`src/rtl/reg_debug_port.sv`:
```
// Debug command port that borrows the core's register-file write and read-1 ports.
// Handles single reads/writes and four-register dumps with response backpressure.
package reg_debug_port_pkg;
    typedef enum logic [1:0] {
        REG_SEL_0 = 2'd0,
        REG_SEL_1 = 2'd1,
        REG_SEL_2 = 2'd2,
        REG_SEL_3 = 2'd3
    } register_sel_e;

    typedef enum logic {
        REG_NOP   = 1'b0,
        REG_WRITE = 1'b1
    } registers_op_e;
endpackage

// state   | meaning
// IDLE    | accepting a command, ports released
// ACQUIRE | requesting ownership, waiting for dbg_gnt
// EXEC    | single access cycle on the register file
// RESP    | response offered, waiting for rsp_ready
module reg_debug_port
    import reg_debug_port_pkg::*;
#(
    parameter int DATA_BUS_WIDTH = 8
) (
    input  logic                      clock,
    input  logic                      reset,
    input  logic                      cmd_valid,
    output logic                      cmd_ready,
    input  logic                      cmd_write,
    input  logic                      cmd_dump,
    input  register_sel_e             cmd_index,
    input  logic [DATA_BUS_WIDTH-1:0] cmd_wdata,
    output logic                      rsp_valid,
    input  logic                      rsp_ready,
    output register_sel_e             rsp_index,
    output logic [DATA_BUS_WIDTH-1:0] rsp_data,
    output logic                      rsp_last,
    output logic                      dbg_req,
    input  logic                      dbg_gnt,
    output registers_op_e             op,
    output register_sel_e             reg_in_sel,
    output logic [DATA_BUS_WIDTH-1:0] reg_data_in,
    output register_sel_e             reg_1_out_sel,
    input  logic [DATA_BUS_WIDTH-1:0] reg_1_out
);

    typedef enum logic [1:0] {
        IDLE    = 2'd0,
        ACQUIRE = 2'd1,
        EXEC    = 2'd2,
        RESP    = 2'd3
    } state_e;

    state_e                      state_q, state_d;
    logic                        write_q, write_d;
    logic                        dump_q, dump_d;
    register_sel_e               idx_q, idx_d;
    logic [DATA_BUS_WIDTH-1:0]   wdata_q, wdata_d;
    register_sel_e               rsp_index_q, rsp_index_d;
    logic [DATA_BUS_WIDTH-1:0]   rsp_data_q, rsp_data_d;
    logic                        rsp_last_q, rsp_last_d;

    always_ff @(posedge clock or posedge reset) begin
        if (reset) begin
            state_q     <= IDLE;
            write_q     <= 1'b0;
            dump_q      <= 1'b0;
            idx_q       <= REG_SEL_0;
            wdata_q     <= '0;
            rsp_index_q <= REG_SEL_0;
            rsp_data_q  <= '0;
            rsp_last_q  <= 1'b0;
        end else begin
            state_q     <= state_d;
            write_q     <= write_d;
            dump_q      <= dump_d;
            idx_q       <= idx_d;
            wdata_q     <= wdata_d;
            rsp_index_q <= rsp_index_d;
            rsp_data_q  <= rsp_data_d;
            rsp_last_q  <= rsp_last_d;
        end
    end

    always_comb begin
        state_d       = state_q;
        write_d       = write_q;
        dump_d        = dump_q;
        idx_d         = idx_q;
        wdata_d       = wdata_q;
        rsp_index_d   = rsp_index_q;
        rsp_data_d    = rsp_data_q;
        rsp_last_d    = rsp_last_q;
        cmd_ready     = 1'b0;
        rsp_valid     = 1'b0;
        dbg_req       = 1'b0;
        op            = REG_NOP;
        reg_in_sel    = REG_SEL_0;
        reg_data_in   = '0;
        reg_1_out_sel = REG_SEL_0;

        unique case (state_q)
            IDLE: begin
                cmd_ready = 1'b1;
                if (cmd_valid) begin
                    // A dump is always a read sweep starting from register 0
                    write_d = cmd_dump ? 1'b0 : cmd_write;
                    dump_d  = cmd_dump;
                    idx_d   = cmd_dump ? REG_SEL_0 : cmd_index;
                    wdata_d = cmd_wdata;
                    state_d = ACQUIRE;
                end
            end
            ACQUIRE: begin
                dbg_req = 1'b1;
                if (dbg_gnt) state_d = EXEC;
            end
            EXEC: begin
                dbg_req = 1'b1;
                if (!dbg_gnt) begin
                    state_d = ACQUIRE;
                end else begin
                    if (write_q) begin
                        op          = REG_WRITE;
                        reg_in_sel  = idx_q;
                        reg_data_in = wdata_q;
                        rsp_data_d  = wdata_q;
                    end else begin
                        reg_1_out_sel = idx_q;
                        rsp_data_d    = reg_1_out;
                    end
                    rsp_index_d = idx_q;
                    rsp_last_d  = !dump_q || (idx_q == REG_SEL_3);
                    state_d     = RESP;
                end
            end
            RESP: begin
                dbg_req   = 1'b1;
                rsp_valid = 1'b1;
                if (rsp_ready) begin
                    if (dump_q && (idx_q != REG_SEL_3)) begin
                        idx_d   = register_sel_e'(idx_q + 2'd1);
                        state_d = dbg_gnt ? EXEC : ACQUIRE;
                    end else begin
                        state_d = IDLE;
                    end
                end
            end
            default: state_d = IDLE;
        endcase
    end

    assign rsp_index = rsp_index_q;
    assign rsp_data  = rsp_data_q;
    assign rsp_last  = rsp_last_q;

endmodule

```
`config.mk`:
```
export PLATFORM = sky130hd
export DESIGN_NAME = reg_debug_port
export DESIGN_NICKNAME = d
export VERILOG_FILES = /design/src/rtl/reg_debug_port.sv
export SDC_FILE = /design/constraint.sdc
export NUM_CORES = 1
export LEC_CHECK = 0
export CORE_ASPECT_RATIO = 1.1
export CORE_UTILIZATION = 46
export CTS_CLUSTER_DIAMETER = 60
export DETAILED_ROUTE_END_ITERATION = 8
export GPL_ROUTABILITY_DRIVEN = 0
export GPL_TIMING_DRIVEN = 0
export PLACE_DENSITY = 0.91
export SYNTH_ARGS = -nofsm -noshare
export SYNTH_HDL_FRONTEND = slang
export SYNTH_SLANG_ARGS = --single-unit
```
`constraint.sdc`:
```
create_clock -name clock -period 3.79 [get_ports clock]
set_input_delay 0.9475 -clock clock [delete_from_list [all_inputs] [get_ports clock]]
set_output_delay 0.9475 -clock clock [all_outputs]
set_load 0.01 [all_outputs]
```
# --- Word-level counts from Yosys, hierarchy flattened ---
# Cells that the tools add are included.
word_totals:
  regBits: 25
  input_bits: 25
  output_inout_bits: 27
  elab_cells: 57
classes:
  addsub: 1
  n_eq_ne: 9
  mux: 29
  reduce_logical: 10
op_table:
  columns: ["op", "n"]
  rows:
  - ["two-way mux 2 bit", 16]
  - ["two-way mux 8 bit", 4]
  - ["inequality test 2 bit (second input constant)", 5]
  - ["one-hot mux 2 bit (4 select lines)", 1]
  - ["two-way mux 1 bit", 7]
  - ["equality test 2 bit (second input constant)", 3]
  - ["one-hot mux 2 bit (2 select lines)", 1]
  - ["AND reduction 2 bit", 2]
  - ["AND reduction 4 bit", 1]
  - ["AND reduction 3 bit", 1]
  - ["OR reduction 3 bit", 1]
  - ["adder 2 x 1 -> 2 bit (second input constant)", 1]
  - ["equality test 2 x 1 -> 1 bit (second input constant)", 1]
  - ["zero test 2 bit", 1]
  - ["nonzero test 2 bit", 1]
  - ["logical AND 1 bit", 1]
  - ["zero test 1 bit", 1]
  - ["logical OR 1 bit", 1]

# --- Longest topological paths before layout ---
depth:
  ltp_word: 5
  mapped_depth: 5
  ltp_nobuf: 4

# --- Least setup slack after synthesis ---
# Ideal clock, no wire load.
synth_timing:
  path_kind: "input port to output port"
  startpoint: "input port dbg_gnt"
  endpoint: "output port reg_data_in[0]"
  t_arrival_ns: 1.495
  required_time_ns: 2.843
  slack_ns: 1.347
  stages: 4
  n_path_buf: 1
  path_cell_list: "nand3b_1 nor2_1 buf_2 and2_1"
synth_between:
  elab_chain_len: 2
synth_rtl:
  columns: ["item", "line_no", "text"]
  rows:
  - ["start, declared", "41", "input logic dbg_gnt,"]
  - ["two-way mux 8 bit", "122", "if (!dbg_gnt) begin"]
  - ["two-way mux 8 bit", "104", "unique case (state_q)"]
  - ["end, declared", "44", "output logic [DATA_BUS_WIDTH-1:0] reg_data_in,"]
# Every way passes these cells.

# --- Worst setup path after layout ---
layout_timing:
  startpoint: "input port dbg_gnt"
  endpoint: "output port reg_data_in[2]"
# The elaborated chain is that of the path after synthesis.

==> impl_metrics.json <==
{
  "finalMaxSlewViolations": 0,
  "place_inst": 197,
  "synthesis.nets": 141,
  "syn_area_per_cell_um2": 11.2,
  "ff_latch_area_um2": 626,
  "power.share.sequential": 0.383,
  "holdWs_ns": 0.512,
  "ir_drop_uv": 401,
  "syn_area_um2": 1290,
  "crit_end": "reg_data_in[2]",
  "timing.rr.start": "idx_q[0]$_DFFE_PP0P_",
  "multi_input_comb_area_um2": 593,
  "die_x_um": 52.5,
  "pwr-share-clk": 0.097,
  "area_growth_pct": 44.6,
  "drive_gt1_frac": 0.147,
  "syn_inst": 115,
  "drt_iter0_drc": 33,
  "period_share": 0.967,
  "numCtsBuffers": 3,
  "critPathSlowestCell": "clkdlybuf4s50_1",
  "skew_ns": 0.00852,
  "grt_overflow": 0,
  "dp_hpwl_um": 2430,
  "post-cts-setup-buffers": 0,
  "antenna_cells": 0,
  "power.internal_w": 0.000808,
  "grt_pass1_vias": 1054,
  "postRouteAntennaNets": 0,
  "rrSetupSlack_ns": 2.21,
  "finalNetCount": 197,
  "num_vias": 1064,
  "dieArea_um2": 3020,
  "synth.distinct_cells": 27,
  "worst_path_largest_cell_delay_ns": 0.55,
  "setup_tns_ns": 0,
  "critical_path.endpoint_type": "output pin",
  "cts_hold_buf": 0,
  "first_pass_iters": 4,
  "worst-path-buf-inv": 3,
  "maxSlewHeadroom": 0.375,
  "cp_num_cells": 6,
  "hp-class": "reg2reg",
  "portBuffers": 51,
  "p_sw_frac": 0.353,
  "seq_area_frac_synth": 0.485,
  "clk_latency_ns": 0.32,
  "setup_violations": 0,
  "grt_max_degree": 26,
  "power_switching_w": 0.000441,
  "final-hold-violation-count": 0,
  "ys_warn_count": 0,
  "cap_violations": 0,
  "required_ns": 2.84,
  "cpMostUsedCell": "clkdlybuf4s50_1",
  "startpoint": "dbg_gnt",
  "die_y_um": 57.5,
  "htree_levels": 1,
  "rows": 19,
  "powerDensity_nw_per_um2": 669,
  "arrival_ns": 2.72,
  "worst_pin_slew_ns": 0.936,
  "path_clk_slew_ns": 0.14,
  "cts_tree": "yes",
  "reg2reg_depth": 4,
  "cts.repair.resized": 0,
  "viasPerCell": 5.29,
  "max_freq_mhz": 273,
  "leakage_nw": 0.824,
  "coreArea_um2": 2570,
  "routedWlPerCell_um": 15.6,
  "antenna_found_initial": 0,
  "clock_path_buffers": 2,
  "post-route-min-period_ns": 3.66,
  "grt_pass1_wl_um": 5000,
  "pwr-share-comb": 0.521,
  "gr-usage-all-layers": 0.231,
  "clockRootBuffer": "clkbuf_4",
  "path_cells": "clkdlybuf4s50_1 > nand3b_1 > nor2_1 > buf_2 > and2_1 > clkdlybuf4s50_1",
  "rsz0062_at_grt": "false",
  "wl_um": 3140,
  "synth-seq-cells": 25,
  "outcome": "finished, final reports clean",
  "fin_cells": 201,
  "io-pin-count": 52,
  "cts.sinks": 25,
  "cp-start-kind": "input port",
  "drc": 0,
  "crit_fanout": 10,
  "fillCellCount": 178,
  "worst-setup-path-type": "in2out",
  "initial_utilization": 0.502,
  "rr_endpoint": "idx_q[1]$_DFFE_PP0P_",
  "critPathTopFamily": "buffers and inverters"
}
cell type report:
| class | count | area share |
|---|---|---|
| clock buffer | 4 | 0.0141 |
| inverter | 4 | 0.00805 |
| tap | 31 | 0.0208 |
| buffer | 7 | 0.0302 |
| sequential | 25 | 0.335 |
| timing repair buffer | 51 | 0.274 |
| multi-input combinational | 79 | 0.318 |
tightest hold or removal path, delay by kind of cell (launching register included):
kind	cells	cell delay [ns]
DFF	1	0.37
and+or+nand+nor	1	0.04
AOI/OAI and AO/OA	1	0.07
power groups by stage:
stage	registers, W	clock network [W]	logic (W)
floorplan	0.000489	0	0.000375
global placement	0.000475	0	0.000625
detailed placement	0.000486	0	0.000649
CTS	0.000478	0.000123	0.000653
global route	0.000496	0.000140	0.000695
finish	0.000478	0.000121	0.000650
metrics by stage:
step	utilization	power (W)	area, µm²	setup slack [ns]
final	0.727	0.00125	1870	0.125
after global routing	0.727	0.00133	1870	0.0593
after CTS	0.727	0.00125	1870	0.126
after detailed placement	0.716	0.00114	1840	0.134
after global placement	0.716	0.00110	1840	0.172
after floorplan	-	0.000865	1290	1.35
cell usage after synthesis, drive strengths merged:
cell	number	area (µm²)
a32oi	1	8.76
inv	4	15.0
buf	6	52.5
nand2b	3	18.8
clkbuf	1	3.75
a31oi	1	12.5
and3	2	12.5
nand2	12	45.0
nand3	1	5.00
dfrtp	25	626
nand3b	2	15.0
nor2b	1	6.26
nor3b	1	18.8
o21ai	11	55.1
and2	10	62.6
mux2i	8	80.1
o22a	1	10.0
ha	1	12.5
a21o	2	15.0
nor2	4	15.0
or2	1	6.26
mux2	12	165
a21oi	4	20.0
o2bb2ai	1	8.76
worst min path at each step:
stage	startpoint	to	slack (ns)	cells after the start
2_1_floorplan	wdata_q[5]$_DFFE_PP0P_	wdata_q[5]$_DFFE_PP0P_	0.49	1
3_3_place_gp	rsp_data[1]$_DFFE_PP0P_	rsp_data[1]$_DFFE_PP0P_	0.46	2
3_5_place_dp	rsp_data[6]$_DFFE_PP0P_	rsp_data[6]$_DFFE_PP0P_	0.48	2
4_1_cts	rsp_data[6]$_DFFE_PP0P_	rsp_data[6]$_DFFE_PP0P_	0.51	2
5_1_grt	rsp_data[5]$_DFFE_PP0P_	rsp_data[5]$_DFFE_PP0P_	0.55	2
6_report	rsp_data[1]$_DFFE_PP0P_	rsp_data[1]$_DFFE_PP0P_	0.51	2
cell families (layout without fill, tap and decap cells):
group | count (synthesis) | count (layout) | share of synthesized area
adders and majority gates | 1 | 1 | 0.00970
DFF | 25 | 25 | 0.485
buffers and inverters | 11 | 66 | 0.0553
AOI/OAI and AO/OA | 21 | 21 | 0.101
and+or+nand+nor | 37 | 37 | 0.159
muxes | 20 | 20 | 0.190
cells in the final DEF (no fill, tap or decap), drive strengths merged:
cell | synthesis | layout
mux2 | 12 | 12
ha | 1 | 1
a21o | 2 | 2
clkdlybuf4s50 | 0 | 51
a31oi | 1 | 1
nor2b | 1 | 1
nand3b | 2 | 2
a32oi | 1 | 1
and2 | 10 | 10
o22a | 1 | 1
nand3 | 1 | 1
nor3b | 1 | 1
nor2 | 4 | 4
or2 | 1 | 1
clkbuf | 1 | 5
mux2i | 8 | 8
buf | 6 | 6
o2bb2ai | 1 | 1
inv | 4 | 4
o21ai | 11 | 11
nand2b | 3 | 3
nand2 | 12 | 12
and3 | 2 | 2
dfrtp | 25 | 25
a21oi | 4 | 4
sequential cells by signal, summed over array words and instances, names as in the netlist:
register and count:
write_q 1, rsp_data 8, state_q 2, dump_q 1
wdata_q 8, rsp_index 2, rsp_last 1, idx_q 2
layer usage:
metal	track usage	vias up	part of all wire
li1	-	502	-
met2	0.409	31	0.54
met3	0.0240	7	0.028
met1	0.270	524	0.41
met4	0.117	0	0.020
met5	0	-	0
No activity file was read; power rests on OpenSTA's default activity.
